**src/rtl/saturating_counter_table.sv**
```systemverilog
// saturating_counter_table
//   DEPTH independent saturating counters (0..RANGE-1) in a flop array, with one
//   lookup port (1-cycle latency) and one read-modify-write update port.
//   After reset an init sweep writes RESET_VALUE to every entry, one per cycle,
//   before ready rises.
//   Optional feature: define SATURATING_COUNTER_TABLE_BYPASS_EN for write-first
//   behaviour on a same-cycle lookup/update of one index. Without it the lookup
//   returns the pre-update value.
module saturating_counter_table #(
    parameter int DEPTH       = 16,
    parameter int RANGE       = 4,
    parameter int RESET_VALUE = 1,
    localparam int INDEX_WIDTH = $clog2(DEPTH),
    localparam int WIDTH       = $clog2(RANGE)
) (
    input  logic                   clock,
    input  logic                   reset,
    output logic                   ready,
    input  logic                   read_enable,
    input  logic [INDEX_WIDTH-1:0] read_index,
    output logic                   read_valid,
    output logic [WIDTH-1:0]       read_count,
    input  logic                   update_enable,
    input  logic [INDEX_WIDTH-1:0] update_index,
    input  logic                   update_increment
);

    typedef enum logic {
        ST_INIT,
        ST_READY
    } state_t;

    // Saturation limit held one bit wider so that a non-power-of-two RANGE
    // stops at RANGE-1 rather than at the all-ones value of WIDTH bits.
    localparam logic [WIDTH:0]         MAX_WIDE   = (WIDTH+1)'(RANGE - 1);
    localparam logic [WIDTH-1:0]       INIT_VALUE = WIDTH'(RESET_VALUE);
    localparam logic [INDEX_WIDTH-1:0] LAST_INDEX = INDEX_WIDTH'(DEPTH - 1);

    state_t                 state_q;
    logic [INDEX_WIDTH-1:0] init_ptr_q;
    logic                   ready_q;
    logic                   read_valid_q;
    logic [WIDTH-1:0]       read_count_q;

    logic [WIDTH-1:0]       table_q [DEPTH];

    logic                   update_fire;
    logic [WIDTH-1:0]       update_old;
    logic [WIDTH:0]         update_sum;
    logic [WIDTH-1:0]       update_inc;
    logic [WIDTH-1:0]       update_dec;
    logic [WIDTH-1:0]       update_new;

    logic                   write_en;
    logic [INDEX_WIDTH-1:0] write_index;
    logic [WIDTH-1:0]       entry_d;

    logic [WIDTH-1:0]       read_data;

    // An update is only accepted while the table is up and reset is not asserted.
    assign update_fire = (state_q == ST_READY) && update_enable && !reset;

    // Saturating next value for the addressed entry.
    always_comb begin
        // NOTE: every signal driven here gets a value on every path first, so no latch is inferred.
        update_old = table_q[update_index];
        update_sum = {1'b0, update_old} + (WIDTH+1)'(1);
        update_inc = update_old;
        update_dec = update_old;
        if (update_sum <= MAX_WIDE) begin
            update_inc = update_sum[WIDTH-1:0];
        end
        if (update_old != '0) begin
            update_dec = update_old - WIDTH'(1);
        end
        update_new = update_increment ? update_inc : update_dec;
    end

    // Single write port: the init sweep owns it in INIT, the update port in READY.
    always_comb begin
        write_en    = 1'b0;
        write_index = update_index;
        entry_d     = update_new;
        if (!reset) begin
            if (state_q == ST_INIT) begin
                write_en    = 1'b1;
                write_index = init_ptr_q;
                entry_d     = INIT_VALUE;
            end else if (update_fire) begin
                write_en = 1'b1;
            end
        end
    end

    // Lookup data: read-first by default, write-first when the bypass is built.
    always_comb begin
`ifdef SATURATING_COUNTER_TABLE_BYPASS_EN
        read_data = table_q[read_index];
        if (update_fire && (update_index == read_index)) begin
            read_data = update_new;
        end
`else
        read_data = table_q[read_index];
`endif
    end

    // Counter storage; contents survive reset and are rebuilt by the init sweep.
    always_ff @(posedge clock) begin
        // NOTE: the storage array has no reset branch; the sweep initialises it, which keeps it a plain flop array without a reset tree.
        if (write_en) begin
            table_q[write_index] <= entry_d;
        end
    end

    // Control FSM: INIT sweep, then READY serving lookups, with registered outputs.
    always_ff @(posedge clock) begin
        // NOTE: sequential state uses non-blocking assignments so every register samples pre-edge values.
        if (reset) begin
            state_q      <= ST_INIT;
            init_ptr_q   <= '0;
            ready_q      <= 1'b0;
            read_valid_q <= 1'b0;
            read_count_q <= '0;
        end else begin
            case (state_q)
                ST_INIT: begin
                    read_valid_q <= 1'b0;
                    init_ptr_q   <= init_ptr_q + INDEX_WIDTH'(1);
                    if (init_ptr_q == LAST_INDEX) begin
                        state_q <= ST_READY;
                        ready_q <= 1'b1;
                    end
                end
                ST_READY: begin
                    read_valid_q <= read_enable;
                    if (read_enable) begin
                        read_count_q <= read_data;
                    end
                end
                default: begin
                    state_q <= ST_INIT;
                    ready_q <= 1'b0;
                end
            endcase
        end
    end

    assign ready      = ready_q;
    assign read_valid = read_valid_q;
    assign read_count = read_count_q;

endmodule

```
**config.mk**
```make
export PLATFORM = sky130hd
export DESIGN_NAME = saturating_counter_table
export DESIGN_NICKNAME = d
export VERILOG_FILES = /design/src/rtl/saturating_counter_table.sv
export SDC_FILE = /design/constraint.sdc
export NUM_CORES = 1
export LEC_CHECK = 0
export CAP_MARGIN = 30
export CORE_ASPECT_RATIO = 1.25
export CORE_MARGIN = 2
export CORE_UTILIZATION = 30
export CTS_BUF_LIST = sky130_fd_sc_hd__clkbuf_4 sky130_fd_sc_hd__clkbuf_8
export CTS_CLUSTER_SIZE = 24
export DETAILED_ROUTE_END_ITERATION = 12
export HOLD_SLACK_MARGIN = 0.05
export SYNTH_ARGS = -nofsm -noshare
export SYNTH_HDL_FRONTEND = slang
export SYNTH_SLANG_ARGS = --single-unit
```
**constraint.sdc**
```tcl
create_clock -name clock -period 3.8 [get_ports clock]
set_input_delay 1.14 -clock clock [delete_from_list [all_inputs] [get_ports clock]]
set_output_delay 1.14 -clock clock [all_outputs]
set_load 0.01 [all_outputs]
```
==> out/qor.txt <==
Crit Path Category - primary input to register
Core Area - 0.007019 mm2
Crit path DAT - 3370 ps
Synth Register Bits - 41
I/O Buffers - 16
Final hold viol count - 0
Worst r2r src - table_q[2][1]
Setup TNS Final - 0 ps
Number of distinct library cells after synthesis - 40
Fillcell total - 687
CP max-delay cell - clkdlybuf4s50_1
Hold Path End - ready
Io pins - 17
Final setup violating endpoints - 0
Status - complete, no violations
Number of DRC markers in iteration 0 - 91
XOR/XNOR Fraction of Synth Area - 1.206%
Top cells by area, synth - edfxtp_1, mux4_2, dfxtp_1, mux4_1, nor2_1
Post-CTS Setup Bufs - 0
R2R setup slack - 1770 ps
Worst r2r dst - table_q[6][1]
Worst vdd ir - 122.2 uV
Layout Cells excl Fill - 284
Vias/cell - 5.169
Post-synth ARST share - 0%
Post-synthesis mux area share - 18.21%
Hold_buf cts - 0
Syn Area/Cell - 12.52 um2
Adder-cell share of the synthesized area - 0.5744%
Largest buffer count on any clock path - 2
DR pass1 iterations - 4
Setup crit start kind - primary input
Nets@finish - 207
DRC - 0
Largest family of logic cells by synthesized area - multiplexers
Final period utilization - 85.21%
Comb pwr share - 12.7%
Grt ovf - 0
Switching share of power - 24.37%
Resize count post-CTS - 0
Post-synth EDFFs - 32
GR Layer Usage met3 - 2.541%
Class of the worst hold path - register to register
Die footprint - 0.007963 mm2
Cells after Synth - 174
Crit-path cells - clkdlybuf4s50_1 -> mux4_1 -> nand2b_1 -> a22oi_1 -> nor2_1 -> o311ai_1 -> buf_4
Antenna-violating nets left - 0
Crit path time final - 3238 ps
CTS clk-pin slew, worst paths - 80 ps
Place WS - 270.5 ps
Placed Cells incl. Taps - 276
Die X - 80.22 um
Clock skew - 7.621 ps
Ys flop type - edfxtp_1
Number of max-cap violations - 0
Sequential Power Share - 56.4%
Worst Slack Setup Final - 562.1 ps
Pint - 0.6758 mW
Gpl congestion - 0.9101
Hpwl dp - 3873 um
Standard-cell rows - 34
Setup crit end kind - register
PwrDens - 355.7 mW/mm2
Area leader, netlist - edfxtp_1
Initial antenna violation count - 0
Synth Area in Compound Gates - 7.582%
Post-Syn Nets - 188
H-tree lvl count - 2
Simple-gate portion of the synthesized area - 16.66%
CTS Buf Count - 5
Hold-critical path depth - 2
F_max - 308.8 MHz
Relative slew slack - 63.19%
Total wire length - 4884 um
Leakage - 0.8274 nW
Diode count - 0
CTS tree - built
Clock sinks - 41
First-pass GRT wire length - 7741 um
Post-layout power - 0.8936 mW
Mapped cell area - 0.002178 mm2
Met1 Use GR - 15.29%
Ratio of cells with drive above 1 in the final layout - 17.01%
Initial Util - 31.03%
Largest net degree at the start of global routing - 17
Max stage delay on crit path - 680 ps
Min-delay src - ready
Critical path peak fanout - 16
RSZ-0062 raised after global routing - no
WL/cell - 17.20 um
Clock share of power - 30.9%
Die H - 99.27 um
R2R depth - 6
Synthesis Warnings - 0
Sequential area share after synthesis - 52.38%
P&R area growth vs syn - 15.34%
Vias in the first global route - 1408
Worst Tran Pin Value - 550.4 ps
GRT Total Usage - 13.26%
Met2 Use GR - 23.21%
Slew Limit Fails - 0
Routed via count - 1468
Clock Tree Root - clkbuf_8
Area fraction of the dominant cell type after synthesis - 44.11%
Sw power - 0.2178 mW
Layer with the highest usage - met2
CP Data Required Time - 3940 ps
Worst-Skew Late Latency - 290 ps
## cells in the final DEF (no fill, tap or decap), drive strengths merged, types with 5 or more instances in the layout
cell,count
a21oi,7
a31oi,7
buf,6
clkbuf,5
clkdlybuf4s50,16
dfxtp,9
edfxtp,32
mux4,14
nand2,13
nand3,5
nor2,34
## synthesized netlist by cell type, drive strengths merged (4+ instances only)
library cell  count
a31oi             7
mux4             14
buf               6
dfxtp             9
nor3b             4
a21oi             7
mux2i             4
nand3             5
nand2            13
nor2b             4
nor2             34
edfxtp           32
## power groups by stage
| stage | logic, mW | clock network [mW] | registers (mW) |
|---|---|---|---|
| 2_1_floorplan | 0.0778 | 0 | 0.512 |
| 3_3_place_gp | 0.113 | 0 | 0.514 |
| 3_5_place_dp | 0.114 | 0 | 0.514 |
| 4_1_cts | 0.114 | 0.288 | 0.504 |
| 5_1_grt | 0.125 | 0.304 | 0.505 |
| 6_report | 0.114 | 0.276 | 0.504 |
## per-layer routing
layer	share of wire, %	vias up
met2	54	32
met1	39	722
li1	-	701
met5	0	-
met3	3.5	13
met4	3.3	0
## worst max path at each step
stage                                from        endpoint  slack, ps
after floorplan           update_index[2]   table_q[0][0]        500
after global placement    update_index[2]  table_q[11][0]        300
after detailed placement  update_index[2]  table_q[10][1]        270
after CTS                 update_index[2]   table_q[1][0]        560
after global routing      update_index[2]   table_q[1][0]        430
final                     update_index[2]   table_q[1][0]        560
## flip-flops by register name, indices dropped and copies added, names as in the netlist
name,flops
init_ptr_q,4
table_q,32
read_valid,1
read_count,2
ready,1
state_q,1
## area by class of cell
| cell class | count | area [um2] | area share [%] |
|---|---|---|---|
| clock inverter | 3 | 17.52 | 0.6972 |
| clock buffer | 5 | 68.82 | 2.739 |
| inverter | 1 | 3.754 | 0.1494 |
| sequential | 41 | 1141 | 45.42 |
| tap | 90 | 112.6 | 4.482 |
| timing repair buffer | 22 | 205.2 | 8.167 |
| multi-input combinational | 122 | 963.4 | 38.35 |
## stage by stage
step	util, %	area, um2	hold WS (ps)
2_1_floorplan	-	2178	505.0
3_3_place_gp	34.56	2426	451.0
3_5_place_dp	34.56	2426	463.7
4_1_cts	35.79	2512	484.0
5_1_grt	35.79	2512	523.8
6_report	35.79	2512	476.0
## critical path, delay by kind of cell
family	cells	cell delay, ps
buffers and inverters	2	920
multiplexers	1	660
AO/OA/AOI/OAI	2	420
AND/OR/NAND/NOR	2	240
## logic make-up after synthesis
kind of cell / after synthesis
AND/OR/NAND/NOR: 73
adder cells (fa/ha/maj): 1
flip-flops: 41
multiplexers: 20
AO/OA/AOI/OAI: 25
XOR/XNOR: 3
buffers and inverters: 11
Note: power is estimated with default switching activity, not from simulation.
